--- config.mk ---
export PLATFORM = sky130hd
export DESIGN_NAME = seu_count_monitor
export DESIGN_NICKNAME = d
export VERILOG_FILES = /design/src/rtl/seu_mon_pkg.sv /design/src/rtl/seu_count_monitor_sat_acc.sv /design/src/rtl/seu_count_monitor.sv
export SDC_FILE = /design/constraint.sdc
export NUM_CORES = 1
export LEC_CHECK = 0
export ABC_AREA = 0
export BUFFER_PORTS_ARGS = -buffer_cell sky130_fd_sc_hd__buf_2
export CAP_MARGIN = 20
export CORE_AREA = 2 2 100 102
export CTS_BUF_LIST = sky130_fd_sc_hd__clkbuf_16
export DETAILED_ROUTE_END_ITERATION = 10
export DIE_AREA = 0 0 102 104
export PLACE_DENSITY = 0.55
export RECOVER_POWER = 50
export SYNTH_ARGS = -nofsm -noshare
export SYNTH_HDL_FRONTEND = slang
export SYNTH_SLANG_ARGS = --single-unit
--- constraint.sdc ---
create_clock -name clk -period 4.7 [get_ports clk]
set_input_delay 1.175 -clock clk [delete_from_list [all_inputs] [get_ports clk]]
set_output_delay 1.175 -clock clk [all_outputs]
set_load 0.01 [all_outputs]
--- src/rtl/seu_mon_pkg.sv ---
// Shared types and helpers for the SEU count monitor: FSM encoding and saturating add.
package seu_mon_pkg;

    typedef enum logic [1:0] {
        ST_IDLE = 2'd0,
        ST_SNAP = 2'd1,
        ST_HOLD = 2'd2,
        ST_CLR  = 2'd3
    } state_e;

    // Saturating add of two values interpreted as width-bit unsigned numbers (width <= 32).
    function automatic logic [31:0] sat_add(input logic [31:0] a,
                                            input logic [31:0] b,
                                            input int unsigned width);
        logic [32:0] sum;
        logic [32:0] max;
        sum = {1'b0, a} + {1'b0, b};
        max = (33'd1 << width) - 33'd1;
        return (sum > max) ? max[31:0] : sum[31:0];
    endfunction

endpackage

--- src/rtl/seu_count_monitor_sat_acc.sv ---
// Saturating accumulator; sum is the saturated next value (acc + add) before any clear.
module seu_sat_acc
    import seu_mon_pkg::*;
#(
    parameter int unsigned W = 8
) (
    input  logic         clk,
    input  logic         rstn,
    input  logic         clr,
    input  logic [W-1:0] add,
    output logic [W-1:0] sum
);

    logic [W-1:0] acc_q;
    logic [W-1:0] acc_d;
    logic [31:0]  sum_wide;

    always_comb begin
        sum_wide = sat_add(32'(acc_q), 32'(add), W);
        sum      = W'(sum_wide);
        acc_d    = clr ? '0 : sum;
    end

    always_ff @(posedge clk or negedge rstn) begin
        if (!rstn) begin
            acc_q <= '0;
        end else begin
            acc_q <= acc_d;
        end
    end

endmodule

--- src/rtl/seu_count_monitor.sv ---
// Turns a wrapping upstream SEU counter into a saturating total with a windowed rate alarm,
// a snapshot-read handshake and an upstream clear command.
//
//   state | meaning
//   IDLE  | waiting for rd_req (priority) or clr_req
//   SNAP  | latch total+delta into rd_data, restart total
//   HOLD  | rd_valid high until rd_ack
//   CLR   | seu_count_rst high, delta suppressed, last_count reloads 0
module seu_count_monitor
    import seu_mon_pkg::*;
#(
    parameter int unsigned SEUCNTWIDTH = 8,
    parameter int unsigned TOTALWIDTH  = 16,
    parameter int unsigned WINDOW_LOG2 = 10
) (
    input  logic                   clk,
    input  logic                   rstn,
    input  logic [SEUCNTWIDTH-1:0] seu_count,
    output logic                   seu_count_rst,
    input  logic [SEUCNTWIDTH-1:0] rate_threshold,
    output logic                   alarm,
    input  logic                   alarm_clr,
    input  logic                   rd_req,
    output logic                   rd_valid,
    output logic [TOTALWIDTH-1:0]  rd_data,
    input  logic                   rd_ack,
    input  logic                   clr_req,
    output logic                   busy
);

    state_e                  state_q, state_d;
    logic [SEUCNTWIDTH-1:0]  last_count_q, last_count_d;
    logic [SEUCNTWIDTH-1:0]  delta;
    logic [WINDOW_LOG2-1:0]  win_cnt_q, win_cnt_d;
    logic                    win_end;
    logic                    alarm_q, alarm_d;
    logic                    alarm_set;
    logic                    rd_valid_q, rd_valid_d;
    logic [TOTALWIDTH-1:0]   rd_data_q, rd_data_d;
    logic                    seu_count_rst_q, seu_count_rst_d;
    logic                    in_clr;
    logic                    in_snap;
    logic [TOTALWIDTH-1:0]   total_sum;
    logic [SEUCNTWIDTH-1:0]  win_sum;

    // Modulo subtraction makes an upstream wrap (all-ones -> 0) count as one event.
    always_comb begin
        in_clr       = (state_q == ST_CLR);
        in_snap      = (state_q == ST_SNAP);
        delta        = in_clr ? '0 : (seu_count - last_count_q);
        last_count_d = in_clr ? '0 : seu_count;
        win_cnt_d    = win_cnt_q + 1'b1;
        win_end      = &win_cnt_q;
    end

    seu_sat_acc #(.W(TOTALWIDTH)) u_total (
        .clk  (clk),
        .rstn (rstn),
        .clr  (in_snap),
        .add  (TOTALWIDTH'(delta)),
        .sum  (total_sum)
    );

    seu_sat_acc #(.W(SEUCNTWIDTH)) u_win_ev (
        .clk  (clk),
        .rstn (rstn),
        .clr  (win_end),
        .add  (delta),
        .sum  (win_sum)
    );

    // A set on the last window cycle beats a simultaneous alarm_clr.
    always_comb begin
        alarm_set = win_end && (rate_threshold != '0) && (win_sum >= rate_threshold);
        alarm_d   = alarm_q;
        if (alarm_clr) begin
            alarm_d = 1'b0;
        end
        if (alarm_set) begin
            alarm_d = 1'b1;
        end
    end

    always_comb begin
        state_d    = state_q;
        rd_valid_d = rd_valid_q;
        rd_data_d  = rd_data_q;
        case (state_q)
            ST_IDLE: begin
                if (rd_req) begin
                    state_d = ST_SNAP;
                end else if (clr_req) begin
                    state_d = ST_CLR;
                end
            end
            ST_SNAP: begin
                rd_data_d  = total_sum;
                rd_valid_d = 1'b1;
                state_d    = ST_HOLD;
            end
            ST_HOLD: begin
                if (rd_ack) begin
                    rd_valid_d = 1'b0;
                    state_d    = ST_IDLE;
                end
            end
            ST_CLR: begin
                state_d = ST_IDLE;
            end
            default: begin
                state_d = ST_IDLE;
            end
        endcase
        seu_count_rst_d = (state_d == ST_CLR);
    end

    always_ff @(posedge clk or negedge rstn) begin
        if (!rstn) begin
            state_q         <= ST_IDLE;
            last_count_q    <= '0;
            win_cnt_q       <= '0;
            alarm_q         <= 1'b0;
            rd_valid_q      <= 1'b0;
            rd_data_q       <= '0;
            seu_count_rst_q <= 1'b0;
        end else begin
            state_q         <= state_d;
            last_count_q    <= last_count_d;
            win_cnt_q       <= win_cnt_d;
            alarm_q         <= alarm_d;
            rd_valid_q      <= rd_valid_d;
            rd_data_q       <= rd_data_d;
            seu_count_rst_q <= seu_count_rst_d;
        end
    end

    assign seu_count_rst = seu_count_rst_q;
    assign alarm         = alarm_q;
    assign rd_valid      = rd_valid_q;
    assign rd_data       = rd_data_q;
    assign busy          = (state_q != ST_IDLE);

endmodule
Yosys cells after proc, flatten, opt, wreduce, memory -nomap -nowiden
Cells that the tools add are included.

cells by class
  $lt $le $gt $ge = 3
  reduce and logical (&&, ||, !) cells = 9
  add/subtract/negate cells = 4
  muxes and demuxes = 14
  equality and inequality tests = 5

operators by type and width
  kind                                                                     count
  16-bit 2-to-1 mux                                                        2
  8-bit 2-to-1 mux                                                         4
  16-bit by 8-bit adder with 17-bit output                                 1
  17-bit by 16-bit > comparator with 1-bit output (second input constant)  1
  10-bit by 1-bit adder with 10-bit output (second input constant)         1
  10-bit AND reduction                                                     1
  8-bit by 8-bit adder with 9-bit output                                   1
  9-bit by 8-bit > comparator with 1-bit output (second input constant)    1
  8-bit >= comparator                                                      1
  2-bit one-hot mux with 4 select lines                                    1
  8-bit nonzero test                                                       1
  8-bit subtractor                                                         1
  2-bit equality test (second input constant)                              3
  2-bit 2-to-1 mux                                                         3
  2-bit nonzero test                                                       3
  1-bit 2-to-1 mux                                                         3
  2-bit by 1-bit equality test with 1-bit output (second input constant)   1
  1-bit logical AND                                                        2
  2-bit logical NOT                                                        1
  2-bit inequality test (second input constant)                            1
  1-bit one-hot mux with 2 select lines                                    1
  2-bit AND reduction                                                      1

word-level totals
  output and inout port bits = 20
  word-level logic and storage cells = 44
  register bits after elaboration = 63
  input port bits = 22

Depth between registers and ports, before layout
Gate-level depths: netlist (run 1).

  depth after elaboration = 8
  gate-level depth with buffers = 21
  mapped depth without buffers = 20

Hierarchy
A second synthesis (run 1) with hierarchy kept.

second synthesis, totals
  cell total of the unflattened synthesis = 439
  area, all modules = 4206.5 um^2

by module, submodules not included
  module                  area an instance (um^2)  cells each  instances
  seu_count_monitor       2087.0                   195         1
  seu_sat_acc (u_total)   1463.9                   175         1
  seu_sat_acc (u_win_ev)  655.6                    69          1

Least setup slack after synthesis (run 1)
No wires, ideal clock.

  path type = input -> register
  start = input seu_count[0]
  end = register alarm_q, in the netlist alarm
  data arrival time = 4.483 ns
  slack = 0.096 ns
  stages = 18
  path buffers = 1
  library setup time = 0.122 ns
  cell sequence = inv_1 ha_1 fa_1 nor2b_1 o21ai_0 a21boi_0 nor3_1 ha_1 o21ai_0 o21ai_0 o211ai_1 o2bb2ai_1 buf_2 nand2_1 ha_1 a2111oi_0 o21ai_0 a32o_1

on the way
  cells in the longest elaborated chain, start to end = 8

RTL lines
  element                                                 RTL line                  source
  start: declaration                                      seu_count_monitor.sv:18   input logic [SEUCNTWIDTH-1:0] seu_count,
  8-bit subtractor *                                      seu_count_monitor.sv:50   delta = in_clr ? '0 : (seu_count - last_count_q);
  8-bit 2-to-1 mux *                                      seu_count_monitor.sv:50
  8-bit by 8-bit adder with 9-bit output *                seu_mon_pkg.sv:17         sum = {1'b0, a} + {1'b0, b};
  9-bit by 8-bit > comparator with 1-bit output           seu_mon_pkg.sv:19         return (sum > max) ? max[31:0] : sum[31:0];
  8-bit 2-to-1 mux *                                      seu_mon_pkg.sv:19
  8-bit >= comparator *                                   seu_count_monitor.sv:74   alarm_set = win_end && (rate_threshold != '0) && (win_sum >= rate_threshold);
  1-bit logical AND *                                     seu_count_monitor.sv:74
  1-bit 2-to-1 mux or 2-bit nonzero test (tied branches)  --
  end signal: assignment                                  seu_count_monitor.sv:130  alarm_q <= alarm_d;
  end: declaration                                        seu_count_monitor.sv:36   logic alarm_q, alarm_d;

Every way passes the cells marked *; elsewhere a longest branch is shown, timed or not.
A chain may end at the register's enable or synchronous reset.

Worst setup path in the final report (run 1)
Same ends and word-level chain as after synthesis.

==> results_dict.tcl, run 1 <==
set metrics [dict create \
    synth_edf_count 0 \
    cts_htree_levels 3 \
    async_reset_ff_frac 1.000 \
    violations "max-capacitance violations, max-slew violations" \
    relSlewSlack -0.1818 \
    hold_violations 0 \
    min_to "win_cnt_q[0]" \
    multi_input_area_sq_um 1989 \
    criticalPathCategory "in -> reg" \
    cts_buffer_depth 2 \
    timing.final.ws_setup_ns 0.2888 \
    clk_pin_slew_ns 0.05 \
    period_share 0.9385 \
    via_per_inst 4.953 \
    initial_core_util 0.3890 \
    numPortBuffers 41 \
    dr.first_iter.drc_count 103 \
    ff_latch_area_sq_um 1577 \
    hp-class "reg -> reg" \
    place_congestion 0.8663 \
    grt_overflow 0 \
    synth_cell_types 53 \
    crit_required_ns 4.92 \
    synth_area_sq_um 3715 \
    cts.hold.buffers_added 0 \
    ios 42 \
    yosysWarnings 0 \
    status "finished with violations" \
    fin_util 0.4707 \
    final_cells 591 \
    place_hpwl_um 5823 \
    die_h_um 104 \
    nets 510 \
    vias 2927 \
    tns_ns 0 \
    synth_nets 445 \
    finalSetupViolCount 0 \
    syn_inst 388 \
    n_fill_cell 954 \
    synth-main-ff-cell "dfrtp_1" \
    ir_worst_vdd_mv 0.2758 \
    die_x_um 102 \
    antenna_cells 0 \
    die_area_sq_um 10610 \
    firstDrtPassIters 4 \
    r2r_start "last_count_q[1]" \
    coreArea_sq_um 9549 \
    synth_area_per_cell_sq_um 9.574 \
    areaGrowthSynthToFinish_pct 20.98 \
    dpl.cell_count 574 \
    endpoint_kind "register" \
    cts.sinks 63 \
    max-cap-violations 2 \
    grt_use_total 0.1580 \
    place_ws_ns -0.2589 \
    grt_max_degree 35 \
    drive_gt1_frac 0.1856 \
    tritoncts "done" \
    start_kind "primary input" \
    hold-path-cell-count 1 \
    wl_um 7842 \
    tightestPinTransition_ns 1.773 \
    r2r_end "alarm" \
    leakage_uw 0.002104 \
    fmax_mhz 226.7 \
    cp_max_fo 6 \
    synth-seq-area-share 0.4244 \
    powerDensity_nw_per_um2 817.2 \
    synth-seq-cells 63 \
    numCtsBuffers 9 \
    grt_pass1_wl_um 13380 \
    r2r_setup_slack_ns 0.84 \
    worst_clock_skew_ns 0.006763 \
    crit_arrival_ns 4.63 \
    grt_pass1_vias 2897 \
    worst_r2r_path_depth 20 \
    route.detailed.wl_per_inst_um 13.27 \
    final.min_clock_period_ns 4.411 \
    antenna_found_initial 0 \
    rows 36 \
    drc 0 \
    drv_slew 66 \
    clk_latency_ns 0.33 \
    postRouteAntennaNets 0 \
    min_from "win_cnt_q[0]" \
    cts_root_buf "clkbuf_16" \
]
[flip-flops by register name (all words and copies together), names as in the netlist]
name	cells
u_total.acc_q	16
u_win_ev.acc_q	8
rd_valid	1
alarm	1
rd_data	16
seu_count_rst	1
state_q	2
win_cnt_q	10
last_count_q	8
[synth_stat cells, drive strengths merged, types with 2 or more instances]
| cell type | instances | share of area |
|---|---|---|
| nor3 | 10 | 0.013 |
| mux2i | 3 | 0.0081 |
| and2 | 11 | 0.019 |
| xor2 | 9 | 0.021 |
| o21ai | 23 | 0.031 |
| nor2b | 6 | 0.010 |
| a31oi | 9 | 0.015 |
| o21a | 5 | 0.010 |
| a21o | 6 | 0.012 |
| and3 | 3 | 0.0051 |
| dfrtp | 63 | 0.42 |
| fa | 3 | 0.016 |
| nand2b | 6 | 0.010 |
| nand2 | 25 | 0.026 |
| a211o | 2 | 0.0047 |
| o21bai | 3 | 0.0061 |
| nand4 | 3 | 0.0051 |
| clkbuf | 6 | 0.0061 |
| o22ai | 2 | 0.0034 |
| a211oi | 14 | 0.034 |
| o31ai | 2 | 0.0040 |
| a21oi | 30 | 0.041 |
| buf | 7 | 0.010 |
| nand3 | 5 | 0.0067 |
| o211ai | 3 | 0.0061 |
| ha | 32 | 0.11 |
| inv | 30 | 0.030 |
| and4 | 3 | 0.0071 |
| o211a | 2 | 0.0054 |
| xnor2 | 13 | 0.031 |
| nor2 | 32 | 0.032 |
| nor4 | 3 | 0.0051 |
[worst max-delay path by stage]
stage                             from  endpoint  slack, ns  cells after the start
final                     seu_count[0]     alarm       0.29                     20
after floorplan           seu_count[0]     alarm        0.1                     18
after CTS                 seu_count[0]     alarm       0.09                     18
after global routing      seu_count[0]     alarm      -0.06                     20
after global placement    seu_count[0]     alarm      -0.16                     17
after detailed placement  seu_count[0]     alarm      -0.26                     18
[cell families (layout without fill, tap and decap cells)]
group,after synthesis,count (layout),share of synthesized area
adder cells (fa/ha/maj),35,35,0.1239
buffers and inverters,43,113,0.04682
multiplexers,3,3,0.008084
flip-flops,63,63,0.4244
AND/OR/NAND/NOR,110,110,0.1455
AO/OA/AOI/OAI,112,112,0.1994
XOR/XNOR,22,22,0.05187
[final cells by class]
type	count	area share
Multi-Input combinational cell	282	0.4427
Sequential cell	63	0.3508
Timing Repair Buffer	67	0.08686
Clock buffer	9	0.05011
Tap cell	133	0.03703
Inverter	30	0.02506
Clock inverter	7	0.007517
[stage by stage]
step	instance area, sq um	hold slack (ns)	power, uW
floorplan	3715	0.4224	2377
global placement	4215	0.4371	3010
detailed placement	4215	0.4518	3033
CTS	4474	0.4596	3640
global route	4494	0.4659	4044
finish	4494	0.4559	3673
[layout by cell type, fill, tap and decap left out, drive strengths merged, types with 2 or more instances in the layout]
cell type and count:
a211o 2, a211oi 14, a21o 6, a21oi 30, a31oi 9, and2 11
and3 3, and4 3, buf 61, clkbuf 15, clkinv 4, dfrtp 63
fa 3, ha 32, inv 33, mux2i 3, nand2 25, nand2b 6
nand3 5, nand4 3, nor2 32, nor2b 6, nor3 10, nor4 3
o211a 2, o211ai 3, o21a 5, o21ai 23, o21bai 3, o22ai 2
o31ai 2, xnor2 13, xor2 9
[routing by layer]
layer / vias up / track usage / part of all wire
met5: - / 0 / 0
met4: 0 / 0.06000 / 0.017
met3: 13 / 0.03562 / 0.039
met2: 40 / 0.2336 / 0.44
met1: 1373 / 0.2244 / 0.50
li1: 1501 / - / -
[where the power goes]
group	internal (uW)	leakage (uW)	switching (uW)
Clock	347	0.000140	234
Combinational	1030	0.00120	1240
Sequential	725	0.000765	99.5
Total	2100	0.00210	1570
[critical path, cell delays in order]
cell       delay (ns)
buf_2            0.07
inv_1            0.04
ha_1             0.21
fa_1             0.38
nor2b_1          0.15
o21ai_0          0.11
a21boi_1         0.23
nor3_1           0.12
ha_1             0.31
o21ai_0          0.11
o21ai_1          0.21
o211ai_1         0.18
o2bb2ai_2        0.21
and2_1           0.18
ha_1             0.27
nor2b_1          0.09
o21ai_0          0.09
a21oi_1          0.15
o21ai_1          0.08
a32o_1           0.25
[timing repair]
action | in CTS | in global routing
resized for setup | 0 | 8
buffers inserted | 0 | 1
setup endpoints to repair | 0 | 3
Note: power is estimated with default switching activity, not from simulation.
==> run 2: changes to the inputs <==
- CAP_MARGIN: 20 -> not set
- clock period: 4.7 -> 5.5 ns (I/O delays scaled with it)
==> results_dict.tcl, run 2 (same netlist as run 1, synthesis figures left out) <==
set metrics [dict create \
    status "finished with violations" \
    violations "max-capacitance violations, max-slew violations" \
    r2r_start "last_count_q[0]" \
    period_share 0.8974 \
    leakage_uw 0.002002 \
    clk_latency_ns 0.32 \
    clk_pin_slew_ns 0.05 \
    die_h_um 104 \
    coreArea_sq_um 9549 \
    tns_ns 0 \
    finalSetupViolCount 0 \
    grt_pass1_vias 2846 \
    final_common_cell "dfrtp_1" \
    tritoncts "done" \
    die_area_sq_um 10610 \
    antenna_found_initial 0 \
    drv_slew 64 \
    worst_r2r_path_depth 18 \
    cts_htree_levels 3 \
    grt_pass1_wl_um 13500 \
    via_per_inst 4.963 \
    areaGrowthSynthToFinish_pct 16.64 \
    rows 36 \
    numCtsBuffers 9 \
    hold-path-cell-count 1 \
    worst_clock_skew_ns 0.005584 \
    place_congestion 0.8242 \
    r2r_setup_slack_ns 1.39 \
    fin_util 0.4537 \
    min_from "win_cnt_q[0]" \
    fmax_mhz 202.6 \
    hp-class "reg -> reg" \
    route.detailed.wl_per_inst_um 13.36 \
    tightestPinTransition_ns 3.386 \
    postRouteAntennaNets 0 \
    cts.repair.resized 0 \
    relSlewSlack -1.257 \
    grt_use_total 0.1592 \
    wl_um 7589 \
    place_hpwl_um 5479 \
    cts_setup_buffers 0 \
    cts.sinks 63 \
    vias 2819 \
    antenna_cells 0 \
    crit_arrival_ns 5.14 \
    ios 42 \
    layout_common_cells "dfrtp_1 (63), buf_2 (39), inv_1 (33)" \
    rsz0062_at_grt "false" \
    grt_overflow 0 \
    initial_core_util 0.3890 \
    crit_required_ns 5.70 \
    crit_start "seu_count[0]" \
    dr.first_iter.drc_count 109 \
    cts_root_buf "clkbuf_16" \
    powerDensity_nw_per_um2 683.7 \
    grt_max_degree 64 \
    ir_worst_vdd_mv 0.2382 \
    start_kind "primary input" \
    die_x_um 102 \
    min_to "win_cnt_q[0]" \
    cts.hold.buffers_added 0 \
    drive_gt1_frac 0.1425 \
    r2r_end "alarm" \
    endpoint_kind "register" \
    cp_max_fo 12 \
    nets 487 \
    max-cap-violations 1 \
    drc 0 \
    firstDrtPassIters 4 \
    cts_buffer_depth 2 \
    n_fill_cell 970 \
    hold_violations 0 \
    numPortBuffers 41 \
    criticalPathCategory "in -> reg" \
    final.min_clock_period_ns 4.936 \
]
-- run 2: power breakdown --
group / internal [uW] / switching [uW]
logic: 707 / 1010
registers: 620 / 84.2
clock network: 343 / 200
total: 1670 / 1290
-- run 2: area by class of cell --
cell class                 count  area, sq um  area share
sequential                    63         1577      0.3638
clock inverter                 7        57.56     0.01328
multi-input combinational    282         1973      0.4554
timing repair buffer          44        221.5     0.05111
tap                          133        166.4     0.03841
inverter                      30        112.6     0.02599
clock buffer                   9        225.2     0.05198
-- run 2: worst max-delay path by stage --
| stage | to | slack [ns] | cells past startpoint |
|---|---|---|---|
| floorplan | alarm | 0.70 | 18 |
| global placement | alarm | 0.18 | 20 |
| detailed placement | alarm | 0.06 | 20 |
| finish | alarm | 0.56 | 20 |
| global route | alarm | 0.12 | 20 |
| CTS | alarm | 0.39 | 20 |
-- run 2: metal layers --
| metal | up-vias | global-route usage | wire length (um) |
|---|---|---|---|
| met2 | 41 | 0.2260 | 3227 |
| met1 | 1308 | 0.2323 | 3937 |
| li1 | 1460 | - | - |
| met5 | - | 0 | 0 |
| met4 | 0 | 0.05238 | 120 |
| met3 | 10 | 0.04570 | 304 |
-- run 2: worst max-delay path, stage by stage --
cell,delay (ns)
buf_2,0.07
inv_1,0.04
ha_1,0.22
fa_1,0.38
nor2b_1,0.16
o21ai_0,0.12
a21boi_0,0.31
nor3_1,0.15
ha_1,0.37
o21ai_0,0.12
o21ai_0,0.23
o211ai_1,0.17
o2bb2ai_2,0.25
and2_1,0.21
ha_1,0.26
nor2b_1,0.10
o21ai_0,0.09
a21oi_1,0.14
o21ai_0,0.10
a32o_1,0.27
-- run 2: metrics by stage --
stage	setup WS [ns]	power, uW	hold slack (ns)	instances	instance area (sq um)
after floorplan	0.6956	2031	0.4224	388	3715
after global placement	0.1772	2406	0.4385	552	4050
after detailed placement	0.06088	2423	0.4465	552	4050
after CTS	0.3914	2985	0.4548	568	4333
after global routing	0.1215	3295	0.4821	568	4333
final	0.5642	2963	0.4459	568	4333
